[config.mk]
export PLATFORM = sky130hd
export DESIGN_NAME = hc_sr04_distance_proc
export DESIGN_NICKNAME = d
export VERILOG_FILES = /design/src/rtl/hc_sr04_distance_proc.sv
export SDC_FILE = /design/constraint.sdc
export NUM_CORES = 1
export LEC_CHECK = 0
export CORE_MARGIN = 4
export CORE_UTILIZATION = 48
export CTS_CLUSTER_SIZE = 30
export DETAILED_ROUTE_END_ITERATION = 8
export GPL_ROUTABILITY_DRIVEN = 0
export GPL_TIMING_DRIVEN = 0
export PLACE_DENSITY = 0.85
export SETUP_SLACK_MARGIN = 0.02
export SLEW_MARGIN = 20
export SYNTH_ARGS = -nofsm -noshare
export SYNTH_HDL_FRONTEND = slang
export SYNTH_SLANG_ARGS = --single-unit
[constraint.sdc]
create_clock -name clk -period 1.7 [get_ports clk]
set_input_delay 0.34 -clock clk [delete_from_list [all_inputs] [get_ports clk]]
set_output_delay 0.34 -clock clk [all_outputs]
set_load 0.05 [all_outputs]
[src/rtl/hc_sr04_distance_proc.sv]
`timescale 1ns/1ps
`default_nettype none
// ============================================================================
// Module   : hc_sr04_distance_proc
// Purpose  : Converts a captured HC-SR04 echo width (clock cycles) into cm
//            with a 22-iteration restoring divider. The result is range
//            checked and clamped, optionally smoothed by a 4-sample moving
//            average, and delivered through a valid/ready handshake.
// Ports    : clk, rst          - clock, synchronous active-high reset
//            sensor_ready_i   - rising edge marks a finished measurement
//            distance_raw_i   - echo width in cycles (22 bits)
//            dist_cm_o        - distance in cm (16 bits)
//            out_of_range_o   - dist_cm_o is clamped (0 or MAX_CM)
//            dist_valid_o     - result available, held until accepted
//            dist_ready_i     - consumer accepts the result
//            overrun_o        - 1-cycle pulse when a measurement is dropped
// Options  : DIST_AVG_EN      - define to enable the 4-sample moving average
// Revision : 1.0 - initial release
// ============================================================================
module hc_sr04_distance_proc #(
  parameter logic [15:0] CYCLES_PER_CM = 16'd696,
  parameter logic [15:0] MAX_CM        = 16'd400
) (
  input  logic        clk,
  input  logic        rst,
  input  logic        sensor_ready_i,
  input  logic [21:0] distance_raw_i,
  output logic [15:0] dist_cm_o,
  output logic        out_of_range_o,
  output logic        dist_valid_o,
  input  logic        dist_ready_i,
  output logic        overrun_o
);

  typedef enum logic [1:0] {
    IDLE   = 2'd0,
    DIVIDE = 2'd1,
    FINISH = 2'd2,
    HOLD   = 2'd3
  } state_t;

  state_t      state_q;
  logic        sensor_ready_q;
  // Remainder is always below the 16-bit divisor, so 16 bits are kept; the
  // 17-bit partial remainder exists only as the trial value below.
  logic [15:0] rem_q;
  logic [15:0] rem_d;
  // Dividend shifts out MSB-first while quotient bits shift in at the LSB,
  // so after 22 iterations this register holds the full 22-bit quotient.
  logic [21:0] dvd_q;
  logic [21:0] dvd_d;
  logic [4:0]  cnt_q;
  logic [16:0] trial;
  logic        take;
  logic        capture;
  logic        in_range;
  logic [15:0] filt_cm;

  assign capture  = sensor_ready_i & ~sensor_ready_q;
  // Full 22-bit quotient is compared before any truncation.
  assign in_range = (dvd_q != 22'd0) && (dvd_q <= {6'd0, MAX_CM});

  always_comb begin
    trial = {rem_q, dvd_q[21]};
    take  = (trial >= {1'b0, CYCLES_PER_CM});
    rem_d = take ? 16'(trial - {1'b0, CYCLES_PER_CM}) : trial[15:0];
    dvd_d = {dvd_q[20:0], take};
  end

`ifdef DIST_AVG_EN
  logic [15:0] h0_q, h1_q, h2_q, h3_q;
  logic        primed_q;
  logic [17:0] sum;

  // Output is computed from the history as it will look after the new
  // sample is shifted in; an unprimed history behaves as four copies of q.
  always_comb begin
    if (primed_q) begin
      sum = {2'b00, dvd_q[15:0]} + {2'b00, h0_q} + {2'b00, h1_q} + {2'b00, h2_q};
    end else begin
      sum = {dvd_q[15:0], 2'b00};
    end
  end

  assign filt_cm = 16'((sum + 18'd2) >> 2);

  always_ff @(posedge clk) begin
    if (rst) begin
      h0_q     <= 16'd0;
      h1_q     <= 16'd0;
      h2_q     <= 16'd0;
      h3_q     <= 16'd0;
      primed_q <= 1'b0;
    end else if (state_q == FINISH && in_range) begin
      primed_q <= 1'b1;
      if (primed_q) begin
        h0_q <= dvd_q[15:0];
        h1_q <= h0_q;
        h2_q <= h1_q;
        h3_q <= h2_q;
      end else begin
        h0_q <= dvd_q[15:0];
        h1_q <= dvd_q[15:0];
        h2_q <= dvd_q[15:0];
        h3_q <= dvd_q[15:0];
      end
    end
  end
`else
  assign filt_cm = dvd_q[15:0];
`endif

  always_ff @(posedge clk) begin
    if (rst) begin
      state_q        <= IDLE;
      // Reset high so a sensor already idling at ready=1 is not an edge.
      sensor_ready_q <= 1'b1;
      rem_q          <= 16'd0;
      dvd_q          <= 22'd0;
      cnt_q          <= 5'd0;
      dist_cm_o      <= 16'd0;
      out_of_range_o <= 1'b0;
      dist_valid_o   <= 1'b0;
      overrun_o      <= 1'b0;
    end else begin
      sensor_ready_q <= sensor_ready_i;
      // Any capture outside IDLE (including the accepting HOLD cycle) is lost.
      overrun_o      <= capture && (state_q != IDLE);
      case (state_q)
        IDLE: begin
          if (capture) begin
            dvd_q   <= distance_raw_i;
            rem_q   <= 16'd0;
            cnt_q   <= 5'd0;
            state_q <= DIVIDE;
          end
        end
        DIVIDE: begin
          rem_q <= rem_d;
          dvd_q <= dvd_d;
          cnt_q <= cnt_q + 5'd1;
          if (cnt_q == 5'd21) begin
            state_q <= FINISH;
          end
        end
        FINISH: begin
          if (dvd_q == 22'd0) begin
            dist_cm_o      <= 16'd0;
            out_of_range_o <= 1'b1;
          end else if (!in_range) begin
            dist_cm_o      <= MAX_CM;
            out_of_range_o <= 1'b1;
          end else begin
            dist_cm_o      <= filt_cm;
            out_of_range_o <= 1'b0;
          end
          dist_valid_o <= 1'b1;
          state_q      <= HOLD;
        end
        HOLD: begin
          if (dist_ready_i) begin
            dist_valid_o <= 1'b0;
            state_q      <= IDLE;
          end
        end
        default: state_q <= IDLE;
      endcase
    end
  end

endmodule
`default_nettype wire
==> impl_metrics.yaml <==
synthesis:
  ys_seq_area_frac: 0.440
  synthCells: 315
  synth_area_um2: 2960
  synth_area_per_cell_um2: 9.38
  synthArstFlopShare: 0
  syn-num-nets: 348
  ys_ff_latch: 65
  synth-edff-count: 0
  yosys_most_used_dff: "dfxtp_1"
  synth_cell_types: 50
  synth-warning-count: 0
min_path:
  hold_class: "in -> reg"
  min-delay-start: "sensor_ready_i"
  hold_path_depth: 2
setup_path:
  rr_startpoint: "rem_q[0]"
  crit_fanout: 3
  crit_path_start: "rem_q[0]"
  cp_slowest_stage_delay_ns: 0.55
  startpoint_type: "flop"
  cp_slowest_cell: "or4_4"
  cp.depth: 6
  crit_chain: "or4_4 -> o31ai_4 -> buf_4 -> nor3b_2 -> a21oi_1 -> o21ai_1"
  worstSetupPathType: "reg -> reg"
  crit_family: "simple AND/OR/NAND/NOR gates"
  end_kind: "flop"
  reg2regPathDepth: 6
  critPathBufInv: 1
  required_ns: 1.96
  arrival_ns: 2.22
power:
  comb_power_share: 0.373
  vdd_drop_max_v: 0.000902
  p_switching_mw: 1.92
  clkPwrFrac: 0.274
  power_frac_seq: 0.353
  power.internal_mw: 3.48
  p_per_area_nw_per_um2: 1270
  power.share.switching: 0.356
  leakagePower_nw: 1.68
routing:
  met2_length_um: 4130
  wl_met3_um: 459
  avgRoutedWirePerCell_um: 17.4
  top_layer: "met4"
  ant_nets: 0
  drc: 0
  drt-met1-wl_um: 3430
  via_per_inst: 5.77
  num_vias: 2740
  dr.first_iter.drc_count: 227
  first_pass_iters: 5
  routed_wl_um: 8280
cts:
  cts.clk_slew.worst_paths_ns: 0.07
  clk-insertion-delay-late_ns: 0.35
  cts_buffers: 9
  htree_levels: 3
  cts.sinks: 65
  ctsRootBufferMaster: "clkbuf_8"
  clock_path_buffers: 2
  cts_tree: "done"
  holdBufCountCts: 0
run:
  cap_violations: 0
timing:
  worst_slack_ns: -0.263
  final_max_slew_viol_count: 0
  final.min_clock_period_ns: 1.96
  holdWs_ns: 0.305
  fin_worst_skew_ns: 0.0102
  slew_headroom: 0.581
  fmax_ghz: 0.510
  finalCritPeriodShare: 1.15
  hold_viol: 0
  worst_pin_slew_ns: 0.628
  rsz0062_at_grt: "true"
  setup_viol: 21
floorplan:
  start_util: 0.496
  die_w_um: 86.5
  row_count: 28
  coreArea_um2: 5960
  dieArea_um2: 7480
  io_pins: 45
  fp.dieH_um: 86.5
layout:
  stdcell_area_um2: 4260
  final_cell_mix: "dfxtp_1 (54), nor2_1 (46), buf_4 (26), clkdlybuf4s50_1 (24), mux2i_1 (23)"
  syn2layout_area_growth_pct: 44.2
  drive_gt1_frac: 0.305
  n_fill_cell: 427
  stdcell_count: 475
  ff_latch_area_um2: 1330
  multi_input_area_um2: 1830
  diodes: 0
  layout_commonest_cell: "dfxtp_1"
  nets: 428
status:
  violations: "negative setup slack"
  outcome: "complete, but fails checks"
place:
  place_inst: 434
  place_area_um2: 3560
  port_buffers: 44
  dpl.hpwl_um: 4760
global_route:
  grt_antenna_before_repair: 0
  grt_pass1_vias: 2708
  grt_max_degree: 13
  overflow: 0
  grt_pass1_wl_um: 12400
  track_usage: 0.211
stage by stage:
step / setup slack [ns] / setup TNS (ns) / total power [mW] / util
2_1_floorplan: -0.0307 / -0.0478 / 3.13 / -
3_3_place_gp: -0.529 / -14.72 / 3.46 / 0.598
3_5_place_dp: -0.560 / -16.59 / 3.52 / 0.598
4_1_cts: -0.0963 / -0.384 / 5.18 / 0.682
5_1_grt: -0.270 / -3.24 / 5.65 / 0.716
6_report: -0.263 / -2.16 / 5.40 / 0.716
Yosys cell counts, types with 2 or more instances:
cell type   n  area [um^2]
clkbuf_1   12         45.0
nand4_1     3         18.8
a32oi_1     2         17.5
nor4_1      3         18.8
mux2i_1    25          250
a22oi_1     4         30.0
o41ai_1     2         17.5
or3_1       2         12.5
buf_2       4         20.0
a21o_1      2         15.0
ha_1        7         87.6
xor2_1      7         61.3
o21ai_0    17         85.1
nand2_1     8         30.0
o31ai_1     2         15.0
a21oi_1    10         50.1
a311oi_1    2         17.5
dfxtp_1    65         1300
nor2_1     47          176
a211oi_1   25          188
nand3_1     7         35.0
a22o_1      4         35.0
nand2b_1    8         50.1
inv_1       7         26.3
or4_1       2         15.0
nor3_1      5         25.0
nor2b_1     3         18.8
and2_1      7         43.8
or2_2       2         12.5
worst register-to-register path, delay by kind of cell, from the launching register on:
| kind | cells | cell delay, ns |
|---|---|---|
| buf+inv | 1 | 0.19 |
| flops | 1 | 0.32 |
| compound gates | 3 | 0.63 |
| simple gates | 2 | 0.74 |
layer usage:
metal,track usage,vias up
met5,0,-
met2,0.344,106
met1,0.256,1300
met4,0.109,0
li1,-,1307
met3,0.0523,27
kinds of logic after synthesis:
| kind of cell | synth area share |
|---|---|
| and+or+nand+nor | 0.172 |
| AOI/OAI and AO/OA | 0.210 |
| DFF | 0.440 |
| buffers and inverters | 0.0394 |
| muxes | 0.0847 |
| xor gates and xnor gates | 0.0237 |
| adders and majority gates | 0.0296 |
path summary, 6_finish.rpt:
check | endpoint | slack, ns
worst min register to register | dist_cm_o[9] | 0.46
worst min-delay path | sensor_ready_q | 0.31
worst max-delay path | rem_q[13] | -0.26
worst max register to register | rem_q[13] | -0.26
layout make-up:
type	instances	share of cell area
buffer	15	0.0264
clock buffer	10	0.0323
clock inverter	6	0.0211
inverter	7	0.00793
multi-input combinational	225	0.428
sequential	65	0.312
tap	75	0.0220
timing repair buffer	72	0.150
power by group through the flow:
stage                     Sequential [mW]  Combinational [mW]  Clock, mW
final                                1.91                2.01       1.48
after global routing                 1.93                2.15       1.58
after CTS                            1.90                1.78       1.50
after detailed placement             1.94                1.58          0
after global placement               1.93                1.53          0
after floorplan                      1.99                1.14          0
registers in the layout, summed over array words and instances, names as in the netlist:
| register | count |
|---|---|
| cnt_q | 5 |
| dist_cm_o | 16 |
| dist_valid_o | 1 |
| dvd_q | 22 |
| out_of_range_o | 1 |
| overrun_o | 1 |
| rem_q | 16 |
| sensor_ready_q | 1 |
| state_q | 2 |
what timing repair did:
| action | CTS | global route |
|---|---|---|
| endpoints found under the setup margin | 66 | 35 |
| buffers inserted | 21 | 6 |
| gates cloned | 1 | 0 |
| hold endpoints to repair | 0 | 0 |
| resized for setup | 74 | 41 |
| pin swaps | 25 | 12 |
Power figures use the tool's default switching activity.
==> variant 1 (same settings) <==
Re-encode `state_t` (4 states) as Gray code, 2 bits wide.
--- a/src/rtl/hc_sr04_distance_proc.sv
+++ b/src/rtl/hc_sr04_distance_proc.sv
@@ -34,8 +34,8 @@
 
   typedef enum logic [1:0] {
-    IDLE   = 2'd0,
-    DIVIDE = 2'd1,
-    FINISH = 2'd2,
-    HOLD   = 2'd3
+    IDLE   = 2'b00,
+    DIVIDE = 2'b01,
+    FINISH = 2'b11,
+    HOLD   = 2'b10
   } state_t;
 
Formal check against the unedited RTL: no difference found for any inputs over 10 cycles, from zero or initial values and one cycle with rst high; not proved beyond that.
==> variant 1 against the unedited design <==
Worst setup slack better by 270 ps. Area after synthesis down 7.9%. Sequential cell count unchanged. Worst hold slack better by 150 ps. Cell area down 17%. Wire length down 20%. Largest cell class unchanged. Highest routed layer unchanged.
Power is not compared: it rests on default switching activity, and its combinational part moved more than twofold at a synthesized area within 25%.
==> variant 1: results (changes against the unedited design) <==
* Hold Crit Depth at 1 (was 2)
* Fmax at 589 MHz (was 510 MHz)
* Met2 wire length at 3.27 mm (was 4.13 mm)
* Syn Area/Cell at 9.17 um2 (was 9.38 um2)
* Multi-input gate count at 207 (was 225)
* M1 GR Usage at 22.8% (was 25.6%)
* Post-synth cell types at 45 (was 50)
* CP max stage delay at 410 ps (was 550 ps)
* Worst path arrival time at 1920 ps (was 2220 ps)
* First-pass GRT wire length at 10.7 mm (was 12.4 mm)
* Largest net degree at the start of global routing at 12 (was 13)
* GRT met2 Usage at 31.6% (was 34.4%)
* Synth area leaders: dfxtp_1 (48%), a222oi_1 (7.7%), nor2_1 (7.6%) (was dfxtp_1 (44%), mux2i_1 (8.5%), a211oi_1 (6.4%))
* Clock Skew at 5.83 ps (was 10.2 ps)
* Syn nets at 326 (was 348)
* Worst hold start: dist_cm_o[9]$_SDFFE_PP0P_ (was sensor_ready_i)
* Dpl cells at 413 (was 434)
* Worst r2r dst: rem_q[14]$_SDFFE_PP0P_ (was rem_q[13]$_SDFFE_PP0P_)
* Post-synthesis sequential area ratio at 47.8% (was 44.0%)
* Share of post-route cells with drive strength above 1 at 16.5% (was 30.5%)
* Hold Path Class: flop to flop (was primary input to flop)
* Seq Cell Count at 65 (unchanged)
* Top cells by count, synth: dfxtp_1 (65), nor2_1 (55), a222oi_1 (21) (was dfxtp_1 (65), nor2_1 (47), a211oi_1 (25), mux2i_1 (25), o21ai_0 (17))
* Worst slack at placement at -419 ps (was -560 ps)
* Status: complete, no violations (was finished, violations left)
* Design Power at 2.93 mW
[variant 1: cell types whose count changed after synthesis, sizes merged, moves of 6 or more]
cell    change
mux2i      -23
a211oi     -20
a222oi     +20
nand2       +8
nor2        +7
xor2        -7
nor3        +6
xnor2       +6
[variant 1: cells by family (layout without fill, tap and decap cells)]
group / after synthesis / count (layout) / synth area share, %
compound gates: 80 / 80 / 22.2
mux: 4 / 4 / 1.56
buf+inv: 25 / 91 / 4.60
xor+xnor: 7 / 7 / 2.25
simple gates: 113 / 113 / 20.3
fa+ha+maj: 3 / 3 / 1.38
flops: 65 / 65 / 47.8
[variant 1: timing repair]
action | CTS | global route
buffers inserted | 1 | 5
pin swaps | 2 | 5
resized for setup | 28 | 28
endpoints found under the setup margin | 64 | 47
endpoints found under the hold margin | 0 | 0
cloned | 1 | 0
[variant 1: worst reg2reg max path, stage by stage, from the launching register on]
cell	delay [ps]
dfxtp_1	310
buf_6	130
nor4b_4	330
a31oi_4	170
a2111oi_2	410
xnor2_1	160
o21ai_1	70
==> variant 2 (config.mk and constraints unchanged) <==
Without the edit above. Set the parameter `CYCLES_PER_CM` to 16'd348 (it was 16'd696).
--- a/src/rtl/hc_sr04_distance_proc.sv
+++ b/src/rtl/hc_sr04_distance_proc.sv
@@ -19,5 +19,5 @@
 // ============================================================================
 module hc_sr04_distance_proc #(
-  parameter logic [15:0] CYCLES_PER_CM = 16'd696,
+  parameter logic [15:0] CYCLES_PER_CM = 16'd348,
   parameter logic [15:0] MAX_CM        = 16'd400
 ) (
Check against the original RTL: same outputs for any inputs over 10 cycles, from zero or initial values and one cycle with rst high; that may be too few to reach the edited logic, so the function may still have changed.
==> variant 2 against the unedited design <==
Sequential cell count is the same. Wire length shrank 4.1%. Critical path type unchanged. The flow still finishes with violations (negative setup slack). Cell area shrank 3.7%. Sequential share of layout area grew 1.1 points. Cell count grew 1.1%. Area after synthesis shrank 0.13%. Global-route usage grew 0.89 points. Worst setup slack lost 61 ps. Power grew 8.1%. Clock power shrank 3%. Highest routed layer unchanged. Non-clock buffer count shrank 3.
==> variant 2: results (changes against the unedited design) <==
* Status: finished, violations left (unchanged)
* Violated checks: negative setup slack (unchanged)
* Top cells by count, synth: dfxtp_1 (65), nor2_1 (47), a211oi_1 (24), mux2i_1 (24), clkbuf_1 (18) (was dfxtp_1 (65), nor2_1 (47), a211oi_1 (25), mux2i_1 (25), o21ai_0 (17))
* DRT iter0 DRCs at 192 (was 227)
* Syn nets at 359 (was 348)
* Cells on worst reg2reg path at 7 (was 6)
* DP Wirelength at 4.79 mm (was 4.76 mm)
* Post-synth cell types at 47 (was 50)
* Number of global-route vias before repair at 2672 (was 2708)
* Lkg Pwr at 1.59 nW (was 1.68 nW)
* Worst hold start: dist_cm_o[9]$_SDFFE_PP0P_ (was sensor_ready_i)
* Worst slack at placement at -527 ps (was -560 ps)
* Worst setup margin at -323 ps (was -263 ps)
* Final nets at 433 (was 428)
* Worst vdd ir at 1.04 mV (was 0.902 mV)
* Synth area leaders: dfxtp_1 (44%), mux2i_1 (8.1%), a211oi_1 (6.1%) (was dfxtp_1 (44%), mux2i_1 (8.5%), a211oi_1 (6.4%))
* Cell family with most CP delay: compound AO/OA/AOI/OAI gates (was simple AND/OR/NAND/NOR gates)
* Post-synthesis sequential area ratio at 44.1% (was 44.0%)
* Via count at 2786 (was 2740)
* Max-slew headroom at the worst pin at 62.1% (was 58.1%)
* RR Startpoint: rem_q[10]$_SDFFE_PP0P_ (was rem_q[0]$_SDFFE_PP0P_)
* Share of post-route cells with drive strength above 1 at 23.7% (was 30.5%)
* Worst r2r dst: rem_q[8]$_SDFFE_PP0P_ (was rem_q[13]$_SDFFE_PP0P_)
* Setup violators final at 20 (was 21)
* Fillcell total at 455 (was 427)
## variant 2: how the worst max path moves through the flow
stage	startpoint	to	slack, ps	depth (start not counted)
floorplan	rem_q[9]$_SDFFE_PP0P_	dvd_q[0]$_SDFFE_PP0P_	-240	6
global placement	sensor_ready_i	rem_q[9]$_SDFFE_PP0P_	-470	8
detailed placement	sensor_ready_i	rem_q[6]$_SDFFE_PP0P_	-530	8
CTS	rem_q[8]$_SDFFE_PP0P_	dvd_q[0]$_SDFFE_PP0P_	-310	5
global route	rem_q[9]$_SDFFE_PP0P_	dvd_q[0]$_SDFFE_PP0P_	-370	5
finish	rem_q[10]$_SDFFE_PP0P_	rem_q[8]$_SDFFE_PP0P_	-320	7
## variant 2: logic make-up after synthesis
family	Yosys count	synth area share (%)
and+or+nand+nor	111	18.7
buffers and inverters	28	3.86
adders and majority gates	7	2.97
AOI/OAI and AO/OA	78	18.4
xor gates and xnor gates	13	3.86
muxes	24	8.14
DFF	65	44.1
## variant 2: metal layers
layer	vias to the layer above	part of all wire (%)	GRT usage, %
li1	1326	-	-
met2	118	48	35.3
met3	30	6.0	2.28
met1	1312	42	28.2
met5	-	0	0
met4	0	3.9	13.6
## variant 2: power by group
part | internal, mW | switching, mW
clock | 0.824 | 0.605
sequential | 1.81 | 0.304
combinational | 1.02 | 1.27
## variant 2: area by class of cell
class                           count  share of cell area, %
Inverter                            7                  0.640
Clock buffer                       11                   3.20
Tap cell                           75                   2.29
Multi-Input combinational cell    233                   42.6
Sequential cell                    65                   32.3
Timing Repair Buffer               67                   14.8
Buffer                             17                   2.26
Clock inverter                      5                   1.95
## variant 2: timing repair
item | 4_1_cts | 5_1_grt
resized for setup | 65 | 25
setup buffers | 19 | 4
setup endpoints to repair | 68 | 57
endpoints found under the hold margin | 0 | 0
pin swaps | 25 | 13
